<file path="src/rtl/serial_frame_tx_pkg.sv">
// Shared definitions for the serial frame transmitter.
//   state_t    : 2-bit frame state encoding (IDLE/START/DATA/STOP)
//   START_LVL  : line level of the start bit
//   IDLE_LVL   : line level when idle and during stop bits
//   cnt_w()    : counter width for a 0..range-1 counter, never below 1 bit
package serial_frame_tx_pkg;

  typedef enum logic [1:0] {
    ST_IDLE  = 2'b00,
    ST_START = 2'b01,
    ST_DATA  = 2'b10,
    ST_STOP  = 2'b11
  } state_t;

  localparam logic START_LVL = 1'b1;
  localparam logic IDLE_LVL  = 1'b0;

  function automatic int cnt_w(input int range);
    return (range > 1) ? $clog2(range) : 1;
  endfunction

endpackage

</file>
<file path="src/rtl/serial_frame_tx_bit_timer.sv">
// Per-bit cycle counter. Counts 0..CLKS_PER_BIT-1 and flags the last cycle
// of each bit period.
//   clk      : clock
//   rst_n    : asynchronous active-low reset
//   clear    : hold the count at 0 (used while the transmitter is idle)
//   bit_end  : high on the final cycle of the current bit period
module serial_frame_tx_bit_timer
  import serial_frame_tx_pkg::*;
#(
  parameter int CLKS_PER_BIT = 4
) (
  input  logic clk,
  input  logic rst_n,
  input  logic clear,
  output logic bit_end
);

  localparam int            CW   = cnt_w(CLKS_PER_BIT);
  localparam logic [CW-1:0] LAST = CW'(CLKS_PER_BIT - 1);

  logic [CW-1:0] cnt;

  always_ff @(posedge clk or negedge rst_n) begin
    if (!rst_n) begin
      cnt <= '0;
    end else if (clear || bit_end) begin
      cnt <= '0;
    end else begin
      cnt <= cnt + CW'(1);
    end
  end

  // With CLKS_PER_BIT=1 the count is pinned at 0, so every cycle is a bit end.
  assign bit_end = (cnt == LAST);

endmodule

</file>
<file path="src/rtl/serial_frame_tx.sv">
// Parallel-to-serial frame transmitter: start bit (1), DATA_W data bits MSB
// first, STOP_BITS stop bits (0). Line idles low.
//   clk        : clock
//   rst_n      : asynchronous active-low reset
//   in_valid   : producer offers in_data
//   in_data    : word to send, sampled only on accept
//   in_ready   : block can accept a word this cycle
//   serial_out : serial line
//   busy       : frame in progress
//   done       : one-cycle pulse in the first idle cycle after a frame
//
// state    | meaning
// ---------+--------------------------------------------
// ST_IDLE  | line low, ready for a word
// ST_START | driving the start bit for one bit period
// ST_DATA  | shifting data out MSB first, one bit period each
// ST_STOP  | driving STOP_BITS low bit periods
module serial_frame_tx
  import serial_frame_tx_pkg::*;
#(
  parameter int DATA_W       = 8,
  parameter int CLKS_PER_BIT = 4,
  parameter int STOP_BITS    = 1
) (
  input  logic              clk,
  input  logic              rst_n,
  input  logic              in_valid,
  input  logic [DATA_W-1:0] in_data,
  output logic              in_ready,
  output logic              serial_out,
  output logic              busy,
  output logic              done
);

  localparam int            BW        = cnt_w(DATA_W);
  localparam int            SW        = cnt_w(STOP_BITS);
  localparam logic [BW-1:0] LAST_BIT  = BW'(DATA_W - 1);
  localparam logic [SW-1:0] LAST_STOP = SW'(STOP_BITS - 1);

  state_t            state_q;
  state_t            state_d;
  logic [DATA_W-1:0] shreg;
  logic [BW-1:0]     bit_idx;
  logic [SW-1:0]     stop_idx;
  logic              bit_end;
  logic              timer_clear;
  logic              accept;
  logic              last_bit;
  logic              last_stop;

  assign accept    = in_valid & in_ready;
  assign last_bit  = (bit_idx == LAST_BIT);
  assign last_stop = (stop_idx == LAST_STOP);

  // Holding the timer clear in IDLE makes the count start at 0 on accept.
  assign timer_clear = (state_q == ST_IDLE);

  serial_frame_tx_bit_timer #(
    .CLKS_PER_BIT(CLKS_PER_BIT)
  ) u_timer (
    .clk    (clk),
    .rst_n  (rst_n),
    .clear  (timer_clear),
    .bit_end(bit_end)
  );

  always_ff @(posedge clk or negedge rst_n) begin
    if (!rst_n) begin
      state_q <= ST_IDLE;
    end else begin
      state_q <= state_d;
    end
  end

  always_comb begin
    state_d = state_q;
    case (state_q)
      ST_IDLE:  if (accept)                state_d = ST_START;
      ST_START: if (bit_end)               state_d = ST_DATA;
      ST_DATA:  if (bit_end && last_bit)   state_d = ST_STOP;
      ST_STOP:  if (bit_end && last_stop)  state_d = ST_IDLE;
      default:                             state_d = ST_IDLE;
    endcase
  end

  always_comb begin
    serial_out = IDLE_LVL;
    in_ready   = 1'b0;
    case (state_q)
      ST_IDLE:  in_ready   = 1'b1;
      ST_START: serial_out = START_LVL;
      ST_DATA:  serial_out = shreg[DATA_W-1];
      ST_STOP:  serial_out = IDLE_LVL;
      default:  in_ready   = 1'b1;
    endcase
  end

  assign busy = !in_ready;

  // Datapath: shift register, bit/stop indices and the registered done pulse.
  // Indices stop at their last value rather than wrapping.
  always_ff @(posedge clk or negedge rst_n) begin
    if (!rst_n) begin
      shreg    <= '0;
      bit_idx  <= '0;
      stop_idx <= '0;
      done     <= 1'b0;
    end else begin
      done <= (state_q == ST_STOP) && bit_end && last_stop;
      case (state_q)
        ST_IDLE: begin
          if (accept) shreg <= in_data;
        end
        ST_START: begin
          if (bit_end) bit_idx <= '0;
        end
        ST_DATA: begin
          if (bit_end) begin
            shreg <= shreg << 1;
            if (last_bit) stop_idx <= '0;
            else          bit_idx  <= bit_idx + BW'(1);
          end
        end
        ST_STOP: begin
          if (bit_end && !last_stop) stop_idx <= stop_idx + SW'(1);
        end
        default: ;
      endcase
    end
  end

endmodule

</file>
<file path="config.mk">
export PLATFORM = sky130hd
export DESIGN_NAME = serial_frame_tx
export DESIGN_NICKNAME = d
export VERILOG_FILES = /design/src/rtl/serial_frame_tx_pkg.sv /design/src/rtl/serial_frame_tx_bit_timer.sv /design/src/rtl/serial_frame_tx.sv
export SDC_FILE = /design/constraint.sdc
export NUM_CORES = 1
export LEC_CHECK = 0
export CORE_MARGIN = 2
export CORE_UTILIZATION = 51
export CTS_CLUSTER_SIZE = 40
export DETAILED_ROUTE_END_ITERATION = 8
export PLACE_DENSITY = 0.85
export SYNTH_ARGS = -nofsm -noshare
export SYNTH_HDL_FRONTEND = slang
export SYNTH_SLANG_ARGS = --single-unit
</file>
<file path="constraint.sdc">
create_clock -name clk -period 1.93 [get_ports clk]
set_clock_uncertainty 0.1 [all_clocks]
set_input_delay 0.386 -clock clk [delete_from_list [all_inputs] [get_ports clk]]
set_output_delay 0.386 -clock clk [all_outputs]
set_load 0.01 [all_outputs]
</file>
==> results of run 1 <==
==> power groups by stage <==
| stage | clock network [mW] | logic, mW | registers, mW |
|---|---|---|---|
| detailed placement | 0 | 1.05 | 0.611 |
| finish | 0.206 | 1.14 | 0.603 |
| CTS | 0.213 | 1.12 | 0.601 |
| global route | 0.227 | 1.26 | 0.623 |
| floorplan | 0 | 0.821 | 0.584 |
| global placement | 0 | 1.01 | 0.598 |
==> final timing paths <==
path	end	slack, ps	cells past startpoint	from
max in group asynchronous	shreg[0]	1250	2	rst_n
hold / removal	shreg[7]	290	2	rst_n
min in group clk	u_timer.cnt[0]	360	1	u_timer.cnt[0]
setup reg to reg	shreg[3]	120	6	state_q[0]
hold reg to reg	u_timer.cnt[0]	360	1	u_timer.cnt[0]
setup / recovery	busy	90	4	state_q[0]
==> synthesized netlist by cell type, drive strengths merged (2+ instances only) <==
cell,count
dfrtp,17
mux2i,2
inv,5
nand4,2
a22o,5
buf,2
o21ai,2
mux2,16
ha,8
nor2b,2
a21oi,2
==> what timing repair did <==
item                                    CTS  global route
endpoints found under the setup margin    3             5
endpoints found under the hold margin     0             0
gates resized for setup                   7             6
buffers inserted                          3             0
==> cells by family (layout without fill, tap and decap cells) <==
kind of cell,count (synthesis),in the layout
compound gates,13,13
fa+ha+maj,8,8
buf+inv,7,30
flops,17,17
mux,18,18
simple gates,11,11
==> layer usage <==
layer / track usage (%) / vias up / part of all wire [%] / wire, µm
met3: 6.92 / 5 / 4.5 / 76
met4: 10.6 / 0 / 1.9 / 32
met2: 31.1 / 17 / 50 / 852
met5: 0 / - / 0 / 0
met1: 23.9 / 323 / 44 / 743
li1: - / 316 / - / -
==> cell type report <==
cell class,instances,area [µm²]
clock inverter,1,7.51
timing repair buffer,21,189
fill,133,536
sequential,17,425
multi-input combinational,50,515
inverter,5,18.8
tap,25,31.3
clock buffer,3,22.5
==> state kept, by name (all words and copies together), names as in the netlist <==
register,cells
stop_idx,1
state_q,2
shreg,8
done,1
u_timer.cnt,2
bit_idx,3
==> per-stage QoR <==
step / cell area (µm²) / power (mW)
floorplan: 957 / 1.40
global placement: 1130 / 1.61
detailed placement: 1130 / 1.66
CTS: 1190 / 1.93
global route: 1210 / 2.11
finish: 1210 / 1.95
==> worst max-delay path: cells and delay by family (launching register included) <==
family / cells / cell delay [ps]
DFF: 1 / 420
adders and majority gates: 1 / 180
buffers and inverters: 3 / 450
==> key figures, run 1 <==
Run status
  • Outcome: completed

Yosys
  • Largest cells by area after synthesis: dfrtp_1 (44%), mux2_2 (16%), ha_1 (10%)
  • Post-synth top area share: ~44%
  • Mapped Cells: 74
  • Adder-cell share of the synthesized area: 10.5%
  • Simple-gate portion of the synthesized area: slightly above 7%
  • Mux cell area share after synthesis: roughly 22%
  • Count of cell types in the netlist: 26
  • #FFs+latches synth: 17
  • Area leader, netlist: dfrtp_1
  • Register area share after synthesis: between 40% and 50%
  • Main combinational cell family by area after synthesis: multiplexers
  • Post-synthesis area per instance: around 13 µm²
  • Synth Cell Area: between 900 and 1000 µm²
  • EDFF count, synth: 0
  • Xor and xnor area share after synthesis: 0%
  • Synth async-reset ratio: 100%
  • Top FF cell, synth: dfrtp_1
  • Syn_nets: a little over 90
  • Synth warn: 0
  • Synth Area in Compound Gates: 11.6%

Layout
  • Finished Layout Cells: approximately 120
  • Share of cells above drive strength 1: between 30% and 40%
  • Post-layout util: approximately 69%
  • Synthesis-to-layout area growth: 26.4%
  • Commonest non-fill, non-tap cell in the layout: dfrtp_1
  • Nets@finish: about 120
  • Most frequent cells in the layout: dfrtp_1 (17), mux2_2 (14), clkdlybuf4s50_1 (11)
  • Ant diodes: 0

Floorplan
  • Die X-Extent: around 47 µm
  • Die ar.: 2240 µm²
  • Core area: between 1500 and 2000 µm²
  • Top-Level Pins: 15
  • Initial core utilization: between 50 and 60%
  • Die height: 47.3 µm
  • Number of cell rows: 15

STA
  • RSZ-0062 raised after global routing: false
  • Actual slew at the worst max-slew pin: around 350 ps
  • PnR worst setup slack: ~85 ps
  • Hold WS: slightly below 300 ps
  • Final setup violating endpoints: 0
  • Period utilization: a little over nine tenths
  • Fmax: ~540 MHz
  • Max-slew headroom at the worst pin: between 70% and 80%
  • Fin crit period: ~1800 ps
  • Final hold violation count: 0
  • Final Max Slew Viols: 0
  • Setup_tns: 0 ps

Global route
  • Pin count of the biggest net entering global routing: 18
  • Vias in the first global route: roughly 670
  • Total gr overflow: 0
  • Initial antenna violation count: 0
  • Gr usage total: between 15 and 20%
  • First-pass GRT wire length: around 2900 µm

Worst setup path
  • Worst-path fanout max: 6
  • Critical path capture point type: output port
  • Setup CP Type: reg2out
  • Worst path required time: approximately 1400 ps
  • Startpoint types: flop
  • Max incr delay on CP: between 400 and 500 ps
  • Critical path arrival: 1360 ps
  • CP cell instances: inv_2 -> ha_4 -> inv_1 -> dlygate4sd2_1
  • Worst path slowest cell: dfrtp_1

Pwr
  • Sw Pwr: around 0.71 mW
  • Seq pwr share: between 30% and 40%
  • P_leak: roughly 0.52 nW
  • Cell Pwr Density: 1610 nW/µm²
  • Clock power frac: between 10% and 20%
  • Comb pwr share: around 60%
  • P_int: 1.24 mW
  • Switching Share: 36.4%
  • VDD IR max: 854 µV

Placed design
  • Buffers added on ports: 14
  • Hpwl dp: about 1200 µm
  • Placed Cells incl. Taps: between 100 and 150
  • Worst slack at placement: -6.28 ps
  • Placer Congestion: 0.838

CTS
  • Root Buffer: clkbuf_4
  • # clock sinks: 17
  • CTS tree: yes
  • Clock transition at the registers of the reported paths: around 110 ps
  • CTS Hold Bufs: 0
  • Clock buffer count from CTS: 3
  • Clock Tree Buf Depth: 2
  • Clock Latency Late Sink: roughly 300 ps
  • H-tree depth: 1

Routing
  • Drt first-iter violations: 10
  • Post-Route WL: 1710 µm
  • Post-route ant nets: 0
  • DRC violations left: 0
  • Via count: 661
  • 1st-pass router iterations: 4
  • Via-to-Cell Ratio: 5.42
  • DR WL/cell: around 14 µm

Worst hold path
  • Hold/Removal Path Class: in2async

Flow run
  • MaxCap Viol Count: 0
No activity file was read; power rests on OpenSTA's default activity.
==> run 2, diff against run 1 <==
CAP_MARGIN = 20   (was not set)
CORE_MARGIN = not set   (was 2)
==> key figures, run 2 (synthesized netlist as in run 1, its figures left out) <==
Run status
  • Outcome: completed (unchanged)

Worst setup path
  • Worst path required time: 2000 ps (was 1440 ps)
  • Worst setup path startpoint: state_q[1] (was state_q[0])
  • Worst-path fanout max: 8 (was 6)
  • Worst path slowest cell: dfrtp_1 (unchanged)
  • Max incr delay on CP: 440 ps (was 420 ps)
  • CP cell instances: buf_4 -> ha_2 -> buf_4 -> mux2i_2 -> a21oi_4 -> mux2_2 (was inv_2 -> ha_4 -> inv_1 -> dlygate4sd2_1)
  • Critical path capture point type: flop (was output port)
  • Critical path arrival: 1940 ps (was 1360 ps)
  • Most used cell, CP: buf_4
  • Setup CP Type: reg2reg (was reg2out)
  • Reg2reg start: state_q[1] (was state_q[0])
  • Startpoint types: flop (unchanged)

Pwr
  • VDD IR max: 946 µV (was 854 µV)
  • Sw Pwr: 0.660 mW (was 0.710 mW)
  • Switching Share: 35.1% (was 36.4%)
  • P_int: 1.22 mW (was 1.24 mW)
  • P_leak: 0.513 nW (was 0.521 nW)
  • Clock power frac: 9.9% (was 10.5%)
  • Seq pwr share: 32.2% (was 30.9%)
  • Cell Pwr Density: 1580 nW/µm² (was 1610 nW/µm²)
  • Comb pwr share: 58.0% (was 58.6%)

Layout
  • Max reg flops: 8 (unchanged)
  • Post-layout util: 68.0% (was 69.3%)
  • Share of cells above drive strength 1: 38.5% (was 39.2%)
  • Fillers: 151 (was 133)
  • Biggest regs: shreg (8), bit_idx (3) (unchanged)
  • Nets@finish: 116 (was 117)
  • Multi-input gate area: 508 µm² (was 515 µm²)
  • Sequential Area: 425 µm² (unchanged)
  • Ant diodes: 0 (unchanged)
  • Biggest register: shreg (unchanged)
  • Most frequent cells in the layout: dfrtp_1 (17), mux2_2 (14), clkdlybuf4s50_1 (11) (unchanged)
  • Commonest non-fill, non-tap cell in the layout: dfrtp_1 (unchanged)
  • Synthesis-to-layout area growth: 24.1% (was 26.4%)

CTS
  • Clock Latency Late Sink: 290 ps (was 300 ps)
  • Clock transition at the registers of the reported paths: 100 ps (was 110 ps)
  • Clock Tree Buf Depth: 2 (unchanged)
  • CTS Hold Bufs: 0 (unchanged)
  • Root Buffer: clkbuf_4 (unchanged)
  • H-tree depth: 1 (unchanged)
  • Clock buffer count from CTS: 3 (unchanged)
  • CTS tree: yes (unchanged)
  • # clock sinks: 17 (unchanged)

Global route
  • Gr usage total: 19.7% (was 19.9%)
  • Total gr overflow: 0 (unchanged)
  • Pin count of the biggest net entering global routing: 18 (unchanged)
  • Vias in the first global route: 645 (was 668)
  • First-pass GRT wire length: 2800 µm (was 2880 µm)
  • Initial antenna violation count: 0 (unchanged)

STA
  • Period utilization: 96.8% (was 95.6%)
  • Fmax: 535 MHz (was 542 MHz)
  • RSZ-0062 raised after global routing: true (was false)
  • Final Max Slew Viols: 0 (unchanged)
  • Final setup violating endpoints: 0 (unchanged)
  • Max-slew headroom at the worst pin: 76.6% (was 76.5%)
  • Actual slew at the worst max-slew pin: 347 ps (was 348 ps)
  • Fin crit period: 1870 ps (was 1840 ps)
  • Hold WS: 315 ps (was 294 ps)
  • PnR worst setup slack: 62.3 ps (was 85.5 ps)
  • Final hold violation count: 0 (unchanged)

Worst hold path
  • Hold/Removal Path Class: in2async (unchanged)

Routing
  • Via count: 629 (was 661)
  • DRC violations left: 0 (unchanged)
  • Drt first-iter violations: 4 (was 10)
  • Post-Route WL: 1600 µm (was 1710 µm)
  • DR WL/cell: 13.2 µm (was 14.0 µm)
  • 1st-pass router iterations: 4 (unchanged)
  • Via-to-Cell Ratio: 5.20 (was 5.42)
  • Post-route ant nets: 0 (unchanged)

Placed design
  • Placer Congestion: 0.803 (was 0.838)
  • Worst slack at placement: 23.6 ps (was -6.28 ps)
  • Hpwl dp: 1180 µm (was 1210 µm)
  • Buffers added on ports: 14 (unchanged)

Floorplan
  • Die X-Extent: 45.3 µm (was 47.3 µm)
  • Die height: 45.3 µm (was 47.3 µm)
  • Die ar.: 2050 µm² (was 2240 µm²)
  • Core area: 1750 µm² (unchanged)
  • Number of cell rows: 15 (unchanged)
  • Initial core utilization: 54.8% (unchanged)
  • Top-Level Pins: 15 (unchanged)

Flow run
  • MaxCap Viol Count: 0 (unchanged)
## run 2: final timing paths
kind,endpoint,slack [ps],cells past startpoint
setup / recovery,shreg[1],60,6
hold / removal,state_q[1],320,2
setup reg to reg,shreg[1],60,6
hold reg to reg,u_timer.cnt[0],340,1
max in group asynchronous,bit_idx[1],1220,2
min in group clk,u_timer.cnt[0],340,1
## run 2: power by group through the flow
stage	logic, mW	registers, mW	clock network (mW)
2_1_floorplan	0.821	0.584	0
3_3_place_gp	0.997	0.598	0
3_5_place_dp	1.02	0.611	0
4_1_cts	1.08	0.603	0.195
5_1_grt	1.21	0.625	0.216
6_report	1.09	0.605	0.186
## run 2: layout make-up
| type | instances | share of cell area [%] |
|---|---|---|
| timing repair buffer | 20 | 15.0 |
| multi-input combinational | 50 | 42.8 |
| clock buffer | 4 | 2.21 |
| sequential | 17 | 35.8 |
| inverter | 5 | 1.58 |
| tap | 25 | 2.63 |
## run 2: what timing repair did
item / in CTS / in global routing
pin swaps: 0 / 1
setup buffers: 2 / 1
cloned: 0 / 0
resized for setup: 8 / 4
endpoints found under the setup margin: 3 / 8
## run 2: critical path, delay by kind of cell (launching register included)
| kind | cells | cell delay (ps) |
|---|---|---|
| buffers and inverters | 2 | 310 |
| multiplexers | 2 | 470 |
| flip-flops | 1 | 440 |
| adder cells (fa/ha/maj) | 1 | 180 |
| AO/OA/AOI/OAI | 1 | 260 |
## run 2: stage by stage
stage          std cells  setup TNS [ps]  power, mW  cell area [µm²]
3_3_place_gp         114               0       1.59             1120
3_5_place_dp         114               0       1.64             1120
6_report             121               0       1.88             1190
2_1_floorplan         74               0       1.40              957
5_1_grt              121           -12.1       2.06             1190
4_1_cts              120           -92.7       1.87             1180
## run 2: metal layers
layer	routed length (µm)	vias up	track usage, %
met5	0	-	0
li1	-	313	-
met4	23	0	12.1
met2	778	21	31.3
met3	77	4	4.00
met1	723	291	24.4
==> run 3, diff against run 2 <==
clock period = 2.01 ns   (was 1.93 ns; I/O delays follow)
==> key figures, run 3 (synthesized netlist as in run 1, its figures left out) <==
Layout
  • Biggest register: shreg (unchanged)
  • Nets@finish: 116 (unchanged)
  • Biggest regs: shreg (8), bit_idx (3) (unchanged)
  • Max reg flops: 8 (unchanged)
  • Ant diodes: 0 (unchanged)
  • Commonest non-fill, non-tap cell in the layout: dfrtp_1 (unchanged)
  • Post-layout util: 68.2% (was 68.0%)
  • Design Area, Final: 1190 µm² (about the same)
  • Synthesis-to-layout area growth: 24.3% (was 24.1%)
  • Share of cells above drive strength 1: 38.5% (unchanged)
  • Most frequent cells in the layout: dfrtp_1 (17), mux2_2 (14), clkdlybuf4s50_1 (11) (unchanged)

Routing
  • Via-to-Cell Ratio: 5.40 (was 5.20)
  • Post-Route WL: 1670 µm (was 1600 µm)
  • Post-route ant nets: 0 (unchanged)
  • DRC violations left: 0 (unchanged)
  • 1st-pass router iterations: 5 (was 4)
  • Drt first-iter violations: 10 (was 4)
  • DR WL/cell: 13.8 µm (was 13.2 µm)
  • Via count: 653 (was 629)

STA
  • Actual slew at the worst max-slew pin: 344 ps (was 347 ps)
  • RSZ-0062 raised after global routing: false (was true)
  • Fin crit period: 1890 ps (was 1870 ps)
  • Final Max Slew Viols: 0 (unchanged)
  • Final hold violation count: 0 (unchanged)
  • Final setup violating endpoints: 0 (unchanged)
  • Period utilization: 94.2% (was 96.8%)
  • Fmax: 528 MHz (was 535 MHz)
  • Max-slew headroom at the worst pin: 76.9% (was 76.6%)
  • Setup_tns: 0 ps (unchanged)

Floorplan
  • Number of cell rows: 15 (unchanged)
  • Core area: 1750 µm² (unchanged)
  • Initial core utilization: 54.8% (unchanged)
  • Die ar.: 2050 µm² (unchanged)
  • Top-Level Pins: 15 (unchanged)
  • Die height: 45.3 µm (unchanged)
  • Die X-Extent: 45.3 µm (unchanged)

Global route
  • Pin count of the biggest net entering global routing: 18 (unchanged)
  • Vias in the first global route: 667 (was 645)
  • Gr usage total: 20.4% (was 19.7%)
  • First-pass GRT wire length: 2860 µm (was 2800 µm)
  • Initial antenna violation count: 0 (unchanged)
  • Total gr overflow: 0 (unchanged)

Pwr
  • Switching Share: 36.1% (was 35.1%)
  • P_leak: 0.519 nW (was 0.513 nW)
  • Cell Pwr Density: 1540 nW/µm² (was 1580 nW/µm²)
  • Seq pwr share: 31.6% (was 32.2%)
  • Sw Pwr: 0.663 mW (was 0.660 mW)
  • Total Power: 1.83 mW (was 1.88 mW)
  • Clock power frac: 9.9% (about the same)
  • Comb pwr share: 58.5% (was 58.0%)
  • VDD IR max: 845 µV (was 946 µV)
  • P_int: 1.17 mW (was 1.22 mW)

Worst setup path
  • R2R Path End: shreg[6] (was shreg[1])
  • Worst-path fanout max: 10 (was 8)
  • FF-to-FF setup slack: 120 ps (was 60 ps)
  • Startpoint types: flop (unchanged)
  • Critical path arrival: 1980 ps (was 1940 ps)
  • Reg2reg start: state_q[0] (was state_q[1])
  • Max incr delay on CP: 420 ps (was 440 ps)
  • Worst path slowest cell: dfrtp_1 (unchanged)
  • CP cell instances: inv_2 -> ha_2 -> buf_6 -> mux2i_1 -> a21oi_4 -> mux2_2 (was buf_4 -> ha_2 -> buf_4 -> mux2i_2 -> a21oi_4 -> mux2_2)
  • Critical path capture point type: flop (unchanged)
  • Worst path required time: 2090 ps (was 2000 ps)
  • R2R depth: 6 (unchanged)
  • Setup CP Type: reg2reg (unchanged)

Flow run
  • MaxCap Viol Count: 0 (unchanged)

Placed design
  • Hpwl dp: 1220 µm (was 1180 µm)
  • Buffers added on ports: 14 (unchanged)
  • Placed cell areas: 1120 µm² (unchanged)
  • Placer Congestion: 0.787 (was 0.803)

CTS
  • Clock Tree Buf Depth: 2 (unchanged)
  • H-tree depth: 1 (unchanged)
  • Clock buffer count from CTS: 3 (unchanged)
  • Root Buffer: clkbuf_4 (unchanged)
  • Clock Latency Late Sink: 290 ps (about the same)
  • Clock transition at the registers of the reported paths: 100 ps (about the same)
  • # clock sinks: 17 (unchanged)
  • CTS tree: yes (unchanged)

Worst hold path
  • Hold/Removal Path Class: in2async (unchanged)

Run status
  • Outcome: completed (unchanged)
==> run 3: how the worst max path moves through the flow <==
stage	startpoint	end	slack (ps)	depth (start not counted)
after floorplan	state_q[0]	shreg[1]	290	5
after global placement	state_q[1]	serial_out	90	5
after detailed placement	state_q[0]	serial_out	60	5
after CTS	state_q[1]	serial_out	20	5
after global routing	state_q[0]	shreg[3]	10	6
final	state_q[0]	shreg[6]	120	6
==> run 3: through the flow <==
step | hold slack, ps | instances | setup slack (ps)
final | 330 | 121 | 116
after global routing | 346 | 121 | 11.1
after CTS | 332 | 120 | 21.5
after detailed placement | 361 | 114 | 63.3
after global placement | 330 | 114 | 87.8
after floorplan | 6.41 | 74 | 286
==> run 3: metal layers <==
layer / vias up / global-route usage, % / part of all wire (%)
met1: 319 / 25.9 / 44
met5: - / 0 / 0
met3: 4 / 4.80 / 5.0
met4: 0 / 9.09 / 2.0
met2: 18 / 33.0 / 49
li1: 312 / - / -
==> run 3: final cells by class <==
cell class,count,area [µm²]
well taps,25,31.3
clock inverters,1,5.00
repair buffers,20,181
multi-input cells,50,505
inverters,5,18.8
flip-flops and latches,17,425
clock buffers,3,22.5
fillers,141,556
==> run 3: worst max-delay path: cells and delay by family, from the launching register on <==
kind            cells  cell delay [ps]
mux                 2              500
compound gates      1              270
fa+ha+maj           1              220
flops               1              420
buf+inv             2              260
==> run 3: repair_timing <==
action	4_1_cts	5_1_grt
gates cloned	0	0
setup buffers	2	1
endpoints found under the setup margin	3	7
pin swaps	0	0
gates resized for setup	8	4
hold buffers	0	0
==> run 3: power by group through the flow <==
stage / combinational (mW) / clock [mW] / sequential (mW)
floorplan: 0.788 / 0 / 0.560
CTS: 1.04 / 0.186 / 0.580
finish: 1.07 / 0.182 / 0.579
global route: 1.18 / 0.201 / 0.598
detailed placement: 0.990 / 0 / 0.590
global placement: 0.956 / 0 / 0.575
